**src/rtl/host_switch_ctrl_pkg.sv**
```systemverilog
// Purpose: shared types and timing defaults for the host switch controller.
// Latency: n/a (declarations only).
// Backpressure: n/a.
package host_switch_ctrl_pkg;

    // Oscillator frequency the default timeouts are derived from.
    localparam int unsigned OSC_HZ = 50_000_000;

    // 20 ms of heartbeat silence declares a CPU dead; 20 us break-before-make.
    localparam logic [31:0] HB_TIMEOUT_DEF = 32'(OSC_HZ / 50);
    localparam logic [15:0] GUARD_CYC_DEF  = 16'(OSC_HZ / 50_000);

    typedef enum logic [1:0] {
        A_HOST     = 2'd0,
        GUARD_TO_B = 2'd1,
        B_HOST     = 2'd2,
        GUARD_TO_A = 2'd3
    } host_state_t;

    // A zero-length guard would let both enables overlap; clamp it to one cycle.
    function automatic logic [15:0] guard_len(input logic [15:0] cyc);
        return (cyc == 16'd0) ? 16'd1 : cyc;
    endfunction

endpackage

```
**src/rtl/hb_watchdog.sv**
```systemverilog
// Purpose: per-CPU heartbeat watchdog (2-flop sync, any-edge detect, saturating counter, fault flag).
// Latency: heartbeat edge clears the counter 3 cycles after the pin toggles; fault is registered.
// Backpressure: none; free-running monitor.
// Ports: clk, rst_n; hb (async heartbeat), power_on, reset_sig (CPU state); fault (CPU dead).
module hb_watchdog
    import host_switch_ctrl_pkg::*;
#(
    parameter logic [31:0] HB_TIMEOUT = HB_TIMEOUT_DEF
) (
    input  logic clk,
    input  logic rst_n,
    input  logic hb,
    input  logic power_on,
    input  logic reset_sig,
    output logic fault
);

    // [0],[1] synchroniser stages, [2] previous synchronised value for edge detect.
    logic [2:0]  hb_sync;
    logic        hb_edge;
    logic        hold;
    logic [31:0] cnt;
    logic [31:0] cnt_nxt;

    assign hb_edge = hb_sync[2] ^ hb_sync[1];
    // A CPU that is off or in reset cannot heartbeat; keep its count parked at 0
    // so it is judged afresh once it comes back.
    assign hold    = reset_sig | ~power_on;

    always_comb begin
        cnt_nxt = cnt;
        if (hold || hb_edge) begin
            cnt_nxt = 32'd0;
        end else if (cnt != HB_TIMEOUT) begin
            cnt_nxt = cnt + 32'd1;
        end
    end

    always_ff @(posedge clk or negedge rst_n) begin
        if (!rst_n) begin
            hb_sync <= 3'b000;
            cnt     <= 32'd0;
            fault   <= 1'b0;
        end else begin
            hb_sync <= {hb_sync[1:0], hb};
            cnt     <= cnt_nxt;
            fault   <= hold | (cnt_nxt == HB_TIMEOUT);
        end
    end

endmodule

```
**src/rtl/host_switch_ctrl.sv**
```systemverilog
// Purpose: selects which CPU owns the host bus, with break-before-make guard on every change.
// Latency: force_swi at cycle N -> guard at N+1 -> new host/enables/swi_event at N+1+GUARD_CYC.
// Backpressure: requests arriving during a guard are dropped, not queued.
// Ports: clk, rst_n; hb_a/hb_b heartbeats; force_swi/com_swi operator request;
//        reset_*_signal, power_on_* CPU state; switch, host_en_*, fault_*, both_fail, swi_event.
module host_switch_ctrl
    import host_switch_ctrl_pkg::*;
#(
    parameter logic [31:0] HB_TIMEOUT = HB_TIMEOUT_DEF,
    parameter logic [15:0] GUARD_CYC  = GUARD_CYC_DEF
) (
    input  logic clk,
    input  logic rst_n,
    input  logic hb_a,
    input  logic hb_b,
    input  logic force_swi,
    input  logic com_swi,
    input  logic reset_a_signal,
    input  logic reset_b_signal,
    input  logic power_on_A,
    input  logic power_on_B,
    output logic switch,
    output logic host_en_a,
    output logic host_en_b,
    output logic fault_a,
    output logic fault_b,
    output logic both_fail,
    output logic swi_event
);

    localparam logic [15:0] GUARD_LAST = guard_len(GUARD_CYC) - 16'd1;

    host_state_t state;
    logic [15:0] guard_cnt;

    hb_watchdog #(.HB_TIMEOUT(HB_TIMEOUT)) u_wdog_a (
        .clk       (clk),
        .rst_n     (rst_n),
        .hb        (hb_a),
        .power_on  (power_on_A),
        .reset_sig (reset_a_signal),
        .fault     (fault_a)
    );

    hb_watchdog #(.HB_TIMEOUT(HB_TIMEOUT)) u_wdog_b (
        .clk       (clk),
        .rst_n     (rst_n),
        .hb        (hb_b),
        .power_on  (power_on_B),
        .reset_sig (reset_b_signal),
        .fault     (fault_b)
    );

    always_ff @(posedge clk or negedge rst_n) begin
        if (!rst_n) begin
            state     <= A_HOST;
            guard_cnt <= 16'd0;
            switch    <= 1'b0;
            host_en_a <= 1'b1;
            host_en_b <= 1'b0;
            both_fail <= 1'b0;
            swi_event <= 1'b0;
        end else begin
            swi_event <= 1'b0;
            both_fail <= fault_a & fault_b;
            case (state)
                A_HOST: begin
                    // An operator request, even one naming the current host,
                    // outranks the fault path for that cycle.
                    if (force_swi) begin
                        if (com_swi) begin
                            state     <= GUARD_TO_B;
                            guard_cnt <= 16'd0;
                            host_en_a <= 1'b0;
                            host_en_b <= 1'b0;
                        end
                    end else if (fault_a && !fault_b && !both_fail) begin
                        state     <= GUARD_TO_B;
                        guard_cnt <= 16'd0;
                        host_en_a <= 1'b0;
                        host_en_b <= 1'b0;
                    end
                end
                GUARD_TO_B: begin
                    if (guard_cnt == GUARD_LAST) begin
                        state     <= B_HOST;
                        switch    <= 1'b1;
                        host_en_b <= 1'b1;
                        swi_event <= 1'b1;
                    end else begin
                        guard_cnt <= guard_cnt + 16'd1;
                    end
                end
                B_HOST: begin
                    if (force_swi) begin
                        if (!com_swi) begin
                            state     <= GUARD_TO_A;
                            guard_cnt <= 16'd0;
                            host_en_a <= 1'b0;
                            host_en_b <= 1'b0;
                        end
                    end else if (fault_b && !fault_a && !both_fail) begin
                        state     <= GUARD_TO_A;
                        guard_cnt <= 16'd0;
                        host_en_a <= 1'b0;
                        host_en_b <= 1'b0;
                    end
                end
                GUARD_TO_A: begin
                    if (guard_cnt == GUARD_LAST) begin
                        state     <= A_HOST;
                        switch    <= 1'b0;
                        host_en_a <= 1'b1;
                        swi_event <= 1'b1;
                    end else begin
                        guard_cnt <= guard_cnt + 16'd1;
                    end
                end
                default: begin
                    state     <= A_HOST;
                    switch    <= 1'b0;
                    host_en_a <= 1'b1;
                    host_en_b <= 1'b0;
                end
            endcase
        end
    end

endmodule
```
**config.mk**
```make
export PLATFORM = sky130hd
export DESIGN_NAME = host_switch_ctrl
export DESIGN_NICKNAME = d
export VERILOG_FILES = /design/src/rtl/host_switch_ctrl_pkg.sv /design/src/rtl/hb_watchdog.sv /design/src/rtl/host_switch_ctrl.sv
export SDC_FILE = /design/constraint.sdc
export NUM_CORES = 1
export LEC_CHECK = 0
export ABC_CLOCK_PERIOD_IN_PS = 6400
export BUFFER_PORTS_ARGS = -buffer_cell sky130_fd_sc_hd__clkbuf_2
export CORE_UTILIZATION = 60
export CTS_CLUSTER_SIZE = 40
export DETAILED_ROUTE_END_ITERATION = 10
export GPL_ROUTABILITY_DRIVEN = 0
export PLACE_DENSITY = 0.78
export SYNTH_ARGS = -nofsm -noshare
export SYNTH_HDL_FRONTEND = slang
export SYNTH_SLANG_ARGS = --single-unit
```
**constraint.sdc**
```tcl
create_clock -name clk -period 6.4 [get_ports clk]
set_input_delay 0.96 -clock clk [delete_from_list [all_inputs] [get_ports clk]]
set_output_delay 0.96 -clock clk [all_outputs]
set_load 0.005 [all_outputs]
```
## After elaboration in Yosys (flattened, before gate mapping)

Cells that the tools add are included.

- Bits in registers: 95
- Input bits: 10
- Output and inout bits: 7

- Add/subtract/negate cells: 3
- Equality and inequality tests: 15
- Mux-type cells: 34
- Bitwise logic cells: 9
- Reductions and logical operators: 19

Operators by type and width:

| kind | number |
|---|---|
| 32-bit two-way mux | 4 |
| 16-bit two-way mux | 7 |
| 32-bit by 1-bit adder with 32-bit output, second input constant | 2 |
| 32-bit by 20-bit equality test with 1-bit output, second input constant | 2 |
| 32-bit by 20-bit inequality test with 1-bit output, second input constant | 2 |
| 16-bit one-hot mux with 3 select lines | 1 |
| 6-bit AND reduction | 3 |
| 16-bit by 1-bit adder with 16-bit output, second input constant | 1 |
| 16-bit by 10-bit equality test with 1-bit output, second input constant | 1 |
| 2-bit two-way mux | 8 |
| 3-bit inequality test, second input constant | 4 |
| 1-bit two-way mux | 10 |
| 2-bit one-hot mux with 4 select lines | 1 |
| 2-bit inequality test, second input constant | 3 |
| 1-bit one-hot mux with 3 select lines | 2 |
| 3-bit nonzero test | 2 |
| 5-bit AND reduction | 1 |
| 2-bit equality test, second input constant | 2 |
| 1-bit logical AND | 4 |
| 1-bit bitwise OR | 4 |
| 1-bit zero test | 3 |
| 3-bit AND reduction | 1 |
| 2-bit by 1-bit equality test with 1-bit output, second input constant | 1 |
| 2-bit zero test | 1 |
| other kinds (7) | 10 |

## Depth between registers and ports, before layout

Gate-level depths: netlist of the first run.

- Depth after elaboration: 6
- Gate-level depth with buffers: 10

## Cells and area by module

A second synthesis of the first run with hierarchy kept.

- Cell total of the unflattened synthesis: 582
- Area, all modules: 5,462.7 µm²

Modules (own cells, without submodules):

| module | instances | cells an instance | area an instance (µm²) |
|---|---|---|---|
| hb_watchdog at u_wdog_a | 1 | 226 | 2,090.8 |
| hb_watchdog at u_wdog_b | 1 | 220 | 2,053.2 |
| host_switch_ctrl | 1 | 136 | 1,318.8 |

## Worst setup path after synthesis of the first run

No wires, ideal clock.

- Path kind: input port to flip-flop
- Start: in reset_a_signal
- End: reg u_wdog_a.fault
- Data arrival time: 2.681 ns
- Required time: 6.336 ns
- Setup slack: 3.655 ns
- Cell stages on the path: 7
- Buffers on the path: 1
- Cell sequence: nand2b_1 > or2_2 > clkbuf_1 > a21o_1 > or4_1 > nor4_2 > a21o_1

- Cells in the longest elaborated chain, start to end: 5

Ends and longest elaborated chain:

| item | line | source |
|---|---|---|
| start, declared | host_switch_ctrl.sv:18 | `input logic reset_a_signal,` |
| 1-bit bitwise OR (*) | hb_watchdog.sv:28 | `assign hold = reset_sig \| ~power_on;` |
| 1-bit logical OR | hb_watchdog.sv:32 | `if (hold \|\| hb_edge) begin` |
| 32-bit two-way mux | hb_watchdog.sv:32 |  |
| 32-bit by 20-bit equality test with 1-bit output | hb_watchdog.sv:47 | `fault <= hold \| (cnt_nxt == HB_TIMEOUT);` |
| 1-bit bitwise OR (*) | hb_watchdog.sv:47 |  |
| end signal, assigned | hb_watchdog.sv:47 |  |
| end, declared | hb_watchdog.sv:15 | `output logic fault` |

Every way passes the cells marked *; elsewhere a longest branch is shown, timed or not.
A chain may end at the register's enable or synchronous reset.

## Worst setup path after layout of the first run

- Start: reg u_wdog_a.cnt[0]
- End: reg u_wdog_a.fault

- Cells in the longest elaborated chain, start to end: 5

Ends and longest elaborated chain:

| item | line | source |
|---|---|---|
| start, declared | hb_watchdog.sv:22 | `logic [31:0] cnt;` |
| start signal, assigned | hb_watchdog.sv:46 | `cnt <= cnt_nxt;` |
| 32-bit by 1-bit adder with 32-bit output / 32-bit by 20-bit inequality test with 1-bit output (equally long branches) | hb_watchdog.sv:35, hb_watchdog.sv:34 |  |
| 32-bit two-way mux (*) | hb_watchdog.sv:34 | `end else if (cnt != HB_TIMEOUT) begin` |
| 32-bit two-way mux (*) | hb_watchdog.sv:32 |  |
| 32-bit by 20-bit equality test with 1-bit output (*) | hb_watchdog.sv:47 |  |
| 1-bit bitwise OR (*) | hb_watchdog.sv:47 |  |

Marked as above.

==> impl_metrics.ini, run 1 <==
[placement]
post-place-ws_ns = 3.20
dp_hpwl_um = 7880
io_buffers = 16
placed_cells = 678

[sta]
max_freq_mhz = 322
setup_slack_ns = 3.29
holdWs_ns = 0.365
fin_setup_tns_ns = 0
relSlewSlack_pct = 23.4
period_minus_slack_ns = 3.11
setup_viol = 0
period_share_pct = 48.6
slew_violations = 0
rsz0062_at_grt = false
worst_pin_slew_ns = 1.14
hold_violations = 0
clock_skew_ns = 0.0124

[cts]
cts_resized = 0
cts_root_buf = clkbuf_8
ctsHoldBuffers = 0
htree_levels = 3
cts_tree = done
path_clk_slew_ns = 0.09
cts_max_path_buffers = 2
cts_sinks = 95
clock_latency_ns = 0.36
post_cts_buffers = 0
numCtsBuffers = 9

[die]
row_count = 34
start_util_pct = 61.9
die_height_um = 96.6
die_w_um = 96.6
core_area_mm2 = 0.00868
die_area_mm2 = 0.00933
ioPinCount = 17

[routing]
viasPerCell = 6.21
vias = 4313
drc = 0
drt-pass1-iter-count = 7
drt_iter0_markers = 346
drtAntennaViolNets = 0
routedWlPerCell_um = 16.0
finalWirelength_um = 11100

[pwr]
power_frac_comb_pct = 4.6
cellInternalPower_w = 0.000770
seqPwrFrac_pct = 61.1
power_frac_clock_pct = 34.3
switching_share_pct = 24.8
leakage_nw = 2.20
cellPowerDensity_mw_per_mm2 = 181
ir_drop_mv = 0.0938
power_switching_w = 0.000254

[setup_path]
reg2reg_depth = 8
path_max_fanout = 11
r2r-start = u_wdog_a.cnt[0]
cp.required_ns = 6.69
crit_path_start_kind = flop
regToRegEndpoint = u_wdog_a.fault
r2r_slack_ns = 3.29
critPathKind = flop to flop
endpoint = u_wdog_a.fault
crit_arrival_ns = 3.40
cp-end-kind = flop
cp-startpoint = u_wdog_a.cnt[0]

[logic_synthesis]
synth_area_per_cell_um2 = 9.23
ys_ff_latch = 95
syn-instance-count = 582
synthesis.area_mm2 = 0.00537
synth_fp_nets = 602
ys_types = 56
yosys_warnings = 0
synth_edf_count = 0
synth-seq-area-share_pct = 44.3
synth_flop_cell = dfrtp_1
synthArstFlopShare_pct = 100

[global_routing]
grt_overflow_total = 0
grt.total_usage_pct = 24.9
antenna_found_initial = 0
grt_pass1_vias = 4069
grt_max_degree = 57
grt_pass1_wl_um = 19100

[worst_hold_path]
min_path_type = flop to flop

[cells_and_area]
n_fill_cell = 719
finalNetCount = 601
fin_cells = 694
layout_commonest_cell = dfrtp_1
layout-drive-gt1-share_pct = 8.53
diodes = 0
seq_area_mm2 = 0.00238
layout_common_cells = dfrtp_1 (94), nor2_1 (82), xnor2_1 (41), nand2_1 (33), xor2_1 (33)
multi_input_comb_area_mm2 = 0.00282
syn_to_final_growth_pct = 5.40

[status]
status = completed

[flow_run]
max-cap-violations = 0
power groups by stage:
stage	logic, W	clock network (W)	registers, W
final	0.0000472	0.000351	0.000625
after global routing	0.0000551	0.000387	0.000628
after CTS	0.0000486	0.000363	0.000625
after detailed placement	0.0000485	0	0.000637
after global placement	0.0000471	0	0.000637
after floorplan	0.0000261	0	0.000634
flip-flops by register name, summed over array words and instances, names as in the netlist:
name / flops
u_wdog_a.hb_sync: 3
u_wdog_a.cnt: 32
state: 2
u_wdog_b.cnt: 32
host_en_a: 1
host_en_b: 1
guard_cnt: 16
swi_event: 1
both_fail: 1
u_wdog_a.fault: 1
switch: 1
u_wdog_b.hb_sync: 3
u_wdog_b.fault: 1
layer usage:
metal	up-vias	GRT usage [%]	wire length, µm
met5	-	0	0
li1	2057	-	-
met2	144	38.3	5030
met4	0	8.73	199
met1	2089	36.4	5400
met3	23	3.11	467
worst min path at each step:
stage | from | cells after the start | slack [ns] | endpoint
after floorplan | u_wdog_a.hb_sync[0] | 0 | 0.33 | u_wdog_a.hb_sync[1]
after global placement | u_wdog_b.hb_sync[0] | 0 | 0.34 | u_wdog_b.hb_sync[1]
after detailed placement | u_wdog_a.hb_sync[0] | 0 | 0.35 | u_wdog_a.hb_sync[1]
after CTS | u_wdog_b.hb_sync[0] | 0 | 0.37 | u_wdog_b.hb_sync[1]
after global routing | u_wdog_b.hb_sync[0] | 0 | 0.38 | u_wdog_b.hb_sync[1]
final | u_wdog_b.hb_sync[0] | 0 | 0.37 | u_wdog_b.hb_sync[1]
worst max-delay path: stages, from the launching register on:
cell and delay (ns):
dfrtp_1 0.44, ha_1 0.32, and4_1 0.28, nand4_1 0.39
or3_1 0.46, a21o_1 0.19, or4_1 0.54, nor4_2 0.28
a21o_1 0.14
per-stage QoR:
stage / total power, W / util (%) / area [µm²]
floorplan: 0.000660 / - / 5370
global placement: 0.000684 / 63.2 / 5490
detailed placement: 0.000686 / 63.2 / 5490
CTS: 0.00104 / 65.2 / 5660
global route: 0.00107 / 65.2 / 5660
finish: 0.00102 / 65.2 / 5660
cell usage after synthesis (2+ instances only):
library cell   n  share of area [%]
dfrtp_1       94                 44
buf_2          5               0.47
nor4_2         3               0.70
a21oi_1       18                1.7
nor4_1        22                2.6
nand3b_1       3               0.42
or4_1          3               0.42
nor4b_1        7                1.1
nor4bb_1       2               0.37
nand2b_1       7               0.82
o211ai_1       5               0.70
nand2_1       33                2.3
ha_1          10                2.3
a31o_2         2               0.33
and3_1        12                1.4
xnor2_1       41                6.7
nand4_1       26                3.0
inv_1         12               0.84
nor2_1        82                5.7
nor3b_1        4               0.56
or3b_2         2               0.33
o21ai_0       14                1.3
a31oi_1        2               0.23
a2111oi_0      2               0.33
nand3_1       31                2.9
o2111ai_1      2               0.33
and2_1        10                1.2
a21o_1         2               0.28
o31ai_1        3               0.42
and4_1        11                1.8
clkbuf_1      23                1.6
or3_1          8               0.93
buf_1          2               0.14
xor2_1        33                5.4
nor2b_1        3               0.35
mux2i_1        4               0.75
nand4b_1       2               0.33
mux2_2         2               0.42
nor3_1        18                1.7
kinds of logic (layout without fill, tap and decap cells):
| logic type | after synthesis | count (layout) | share of synthesized area, % |
|---|---|---|---|
| xor+xnor | 74 | 74 | 12.1 |
| buf+inv | 43 | 47 | 3.14 |
| fa+ha+maj | 11 | 11 | 2.52 |
| flops | 95 | 95 | 44.3 |
| compound gates | 58 | 58 | 6.83 |
| simple gates | 295 | 295 | 30.0 |
| mux | 6 | 6 | 1.16 |
layout make-up:
class | instances | share of cell area [%]
multi-input combinational | 444 | 49.9
sequential | 95 | 42.0
tap | 108 | 2.39
clock buffer | 9 | 2.19
timing repair buffer | 19 | 1.86
clock inverter | 7 | 0.884
inverter | 12 | 0.796
Power figures use the tool's default switching activity.
==> inputs of run 2 (changes only) <==
- ABC_CLOCK_PERIOD_IN_PS: 6400 -> 2900
- clock period: 6.4 -> 2.9 ns (I/O delays scaled with it)
==> run 2 against run 1 <==
Cell area up 2.4%. Utilization up 1.6 points. Via count up 2.0%. Non-clock buffer count up 9. First-iteration DRC count up 19%. Sequential power up 120%. Global-route usage up 1.5 points. Total power up 140%. Sequential share of layout area down 1.0 points. Critical path type unchanged.
==> impl_metrics.ini, run 2 (same netlist as run 1, synthesis figures left out) <==
[die]
start_util_pct = 61.9
die_w_um = 96.6
die_area_mm2 = 0.00933
row_count = 34
core_area_mm2 = 0.00868
ioPinCount = 17
die_height_um = 96.6

[cts]
cts_root_buf = clkbuf_8
htree_levels = 3
post_cts_buffers = 0
path_clk_slew_ns = 0.10
cts_sinks = 95
clock_latency_ns = 0.37
cts_tree = done
numCtsBuffers = 9
cts_max_path_buffers = 2

[setup_path]
r2r_slack_ns = 0.14
regToRegEndpoint = u_wdog_a.fault
cp_slowest_cell = or4b_1
crit_arrival_ns = 3.06
cp_common_cell = nor4_1
cp-startpoint = u_wdog_a.cnt[5]
reg2reg_depth = 8
cp.required_ns = 3.20
path_max_fanout = 11
crit_path_start_kind = flop
crit_family = simple AND/OR/NAND/NOR gates
endpoint = u_wdog_a.fault
cp_cell_sequence = and4_4 > or4b_1 > buf_4 > nor4_1 > xnor2_1 > o2111ai_1 > nor4_1 > a21o_1
r2r-start = u_wdog_a.cnt[5]
worst-path-stages = 8
cp_slowest_stage_delay_ns = 0.55
path_buf_inv = 1
cp-end-kind = flop
critPathKind = flop to flop

[sta]
relSlewSlack_pct = 58.0
period_minus_slack_ns = 2.76
holdWs_ns = 0.00793
fin_setup_tns_ns = 0
setup_viol = 0
slew_violations = 0
worst_pin_slew_ns = 0.624
rsz0062_at_grt = false
max_freq_mhz = 362
clock_skew_ns = 0.0133
period_share_pct = 95.1
hold_violations = 0

[worst_hold_path]
min_path_type = input port to async pin

[placement]
dpl_cell_area_mm2 = 0.00557
dp_hpwl_um = 8290
io_buffers = 16

[cells_and_area]
finalInstanceArea_mm2 = 0.00580
layout-drive-gt1-share_pct = 10.3
syn_to_final_growth_pct = 7.97
layout_commonest_cell = dfrtp_1
finalNetCount = 610
layout_common_cells = dfrtp_1 (94), nor2_1 (81), xnor2_1 (41), nand2_1 (33), xor2_1 (33)
reg_top3 = u_wdog_a.cnt x32, u_wdog_b.cnt x32, guard_cnt x16
diodes = 0

[routing]
drc = 0
viasPerCell = 6.26
met2_length_um = 5560
drt-pass1-iter-count = 6
vias = 4400
route.met3.wl_um = 751
finalWirelength_um = 11800
drt_iter0_markers = 411
drtAntennaViolNets = 0
maxUsedRoutingLayer = met4
routedWlPerCell_um = 16.8
met1Wirelength_um = 5190

[global_routing]
grt_overflow_total = 0
grt_pass1_wl_um = 20000
antenna_found_initial = 0
grt_max_degree = 60
grt_pass1_vias = 4212
grt.total_usage_pct = 26.4

[pwr]
ir_drop_mv = 0.357
cellPowerDensity_mw_per_mm2 = 428
leakage_nw = 2.27

[flow_run]
max-cap-violations = 0

[status]
status = completed
## run 2: per-stage QoR
step | std cells | total power [W] | utilization, % | setup WS, ns
2_1_floorplan | 582 | 0.00146 | - | 0.360
3_3_place_gp | 687 | 0.00151 | 64.2 | 0.264
3_5_place_dp | 687 | 0.00152 | 64.2 | 0.170
4_1_cts | 703 | 0.00250 | 66.8 | 0.120
5_1_grt | 703 | 0.00257 | 66.8 | 0.0464
6_report | 703 | 0.00249 | 66.8 | 0.141
## run 2: cell type report
type	count	area, µm²
inverters	12	45.0
flip-flops and latches	95	2380
well taps	108	135
clock buffers	9	124
clock inverters	7	101
repair buffers	28	185
multi-input cells	444	2830
fillers	704	2880
## run 2: power breakdown
part | internal [W] | total [W] | switching [W] | leakage [nW]
Combinational | 0.0000408 | 0.000110 | 0.0000692 | 0.879
Clock | 0.000495 | 0.000994 | 0.000499 | 0.107
Sequential | 0.00135 | 0.00138 | 0.0000296 | 1.28
Total | 0.00189 | 0.00248 | 0.000598 | 2.27
## run 2: worst min-delay path by stage
stage / startpoint / to / slack, ns / cells past startpoint
after floorplan: rst_n / both_fail / 0.14 / 0
after global placement: u_wdog_b.hb_sync[0] / u_wdog_b.hb_sync[1] / 0.34 / 0
after detailed placement: u_wdog_b.hb_sync[0] / u_wdog_b.hb_sync[1] / 0.35 / 0
after CTS: rst_n / u_wdog_b.cnt[3] / 0.02 / 1
after global routing: rst_n / u_wdog_b.cnt[3] / 0.03 / 1
final: rst_n / u_wdog_b.cnt[3] / 0.008 / 1
## run 2: worst reg2reg max path, cell delays in order, from the launching register on
cell,delay [ns]
dfrtp_1,0.46
and4_4,0.28
or4b_1,0.55
buf_4,0.23
nor4_1,0.33
xnor2_1,0.20
o2111ai_1,0.16
nor4_1,0.30
a21o_1,0.20
## run 2: what timing repair did
item                                    4_1_cts  5_1_grt
hold buffers                                  0        0
resized for setup                             0        3
endpoints found under the setup margin        0        2
hold endpoints to repair                      0        0
## run 2: layer usage
| metal | GRT usage, % | vias to the layer above |
|---|---|---|
| li1 | - | 2083 |
| met1 | 35.5 | 2120 |
| met2 | 42.2 | 164 |
| met3 | 4.70 | 33 |
| met4 | 10.9 | 0 |
| met5 | 0 | - |
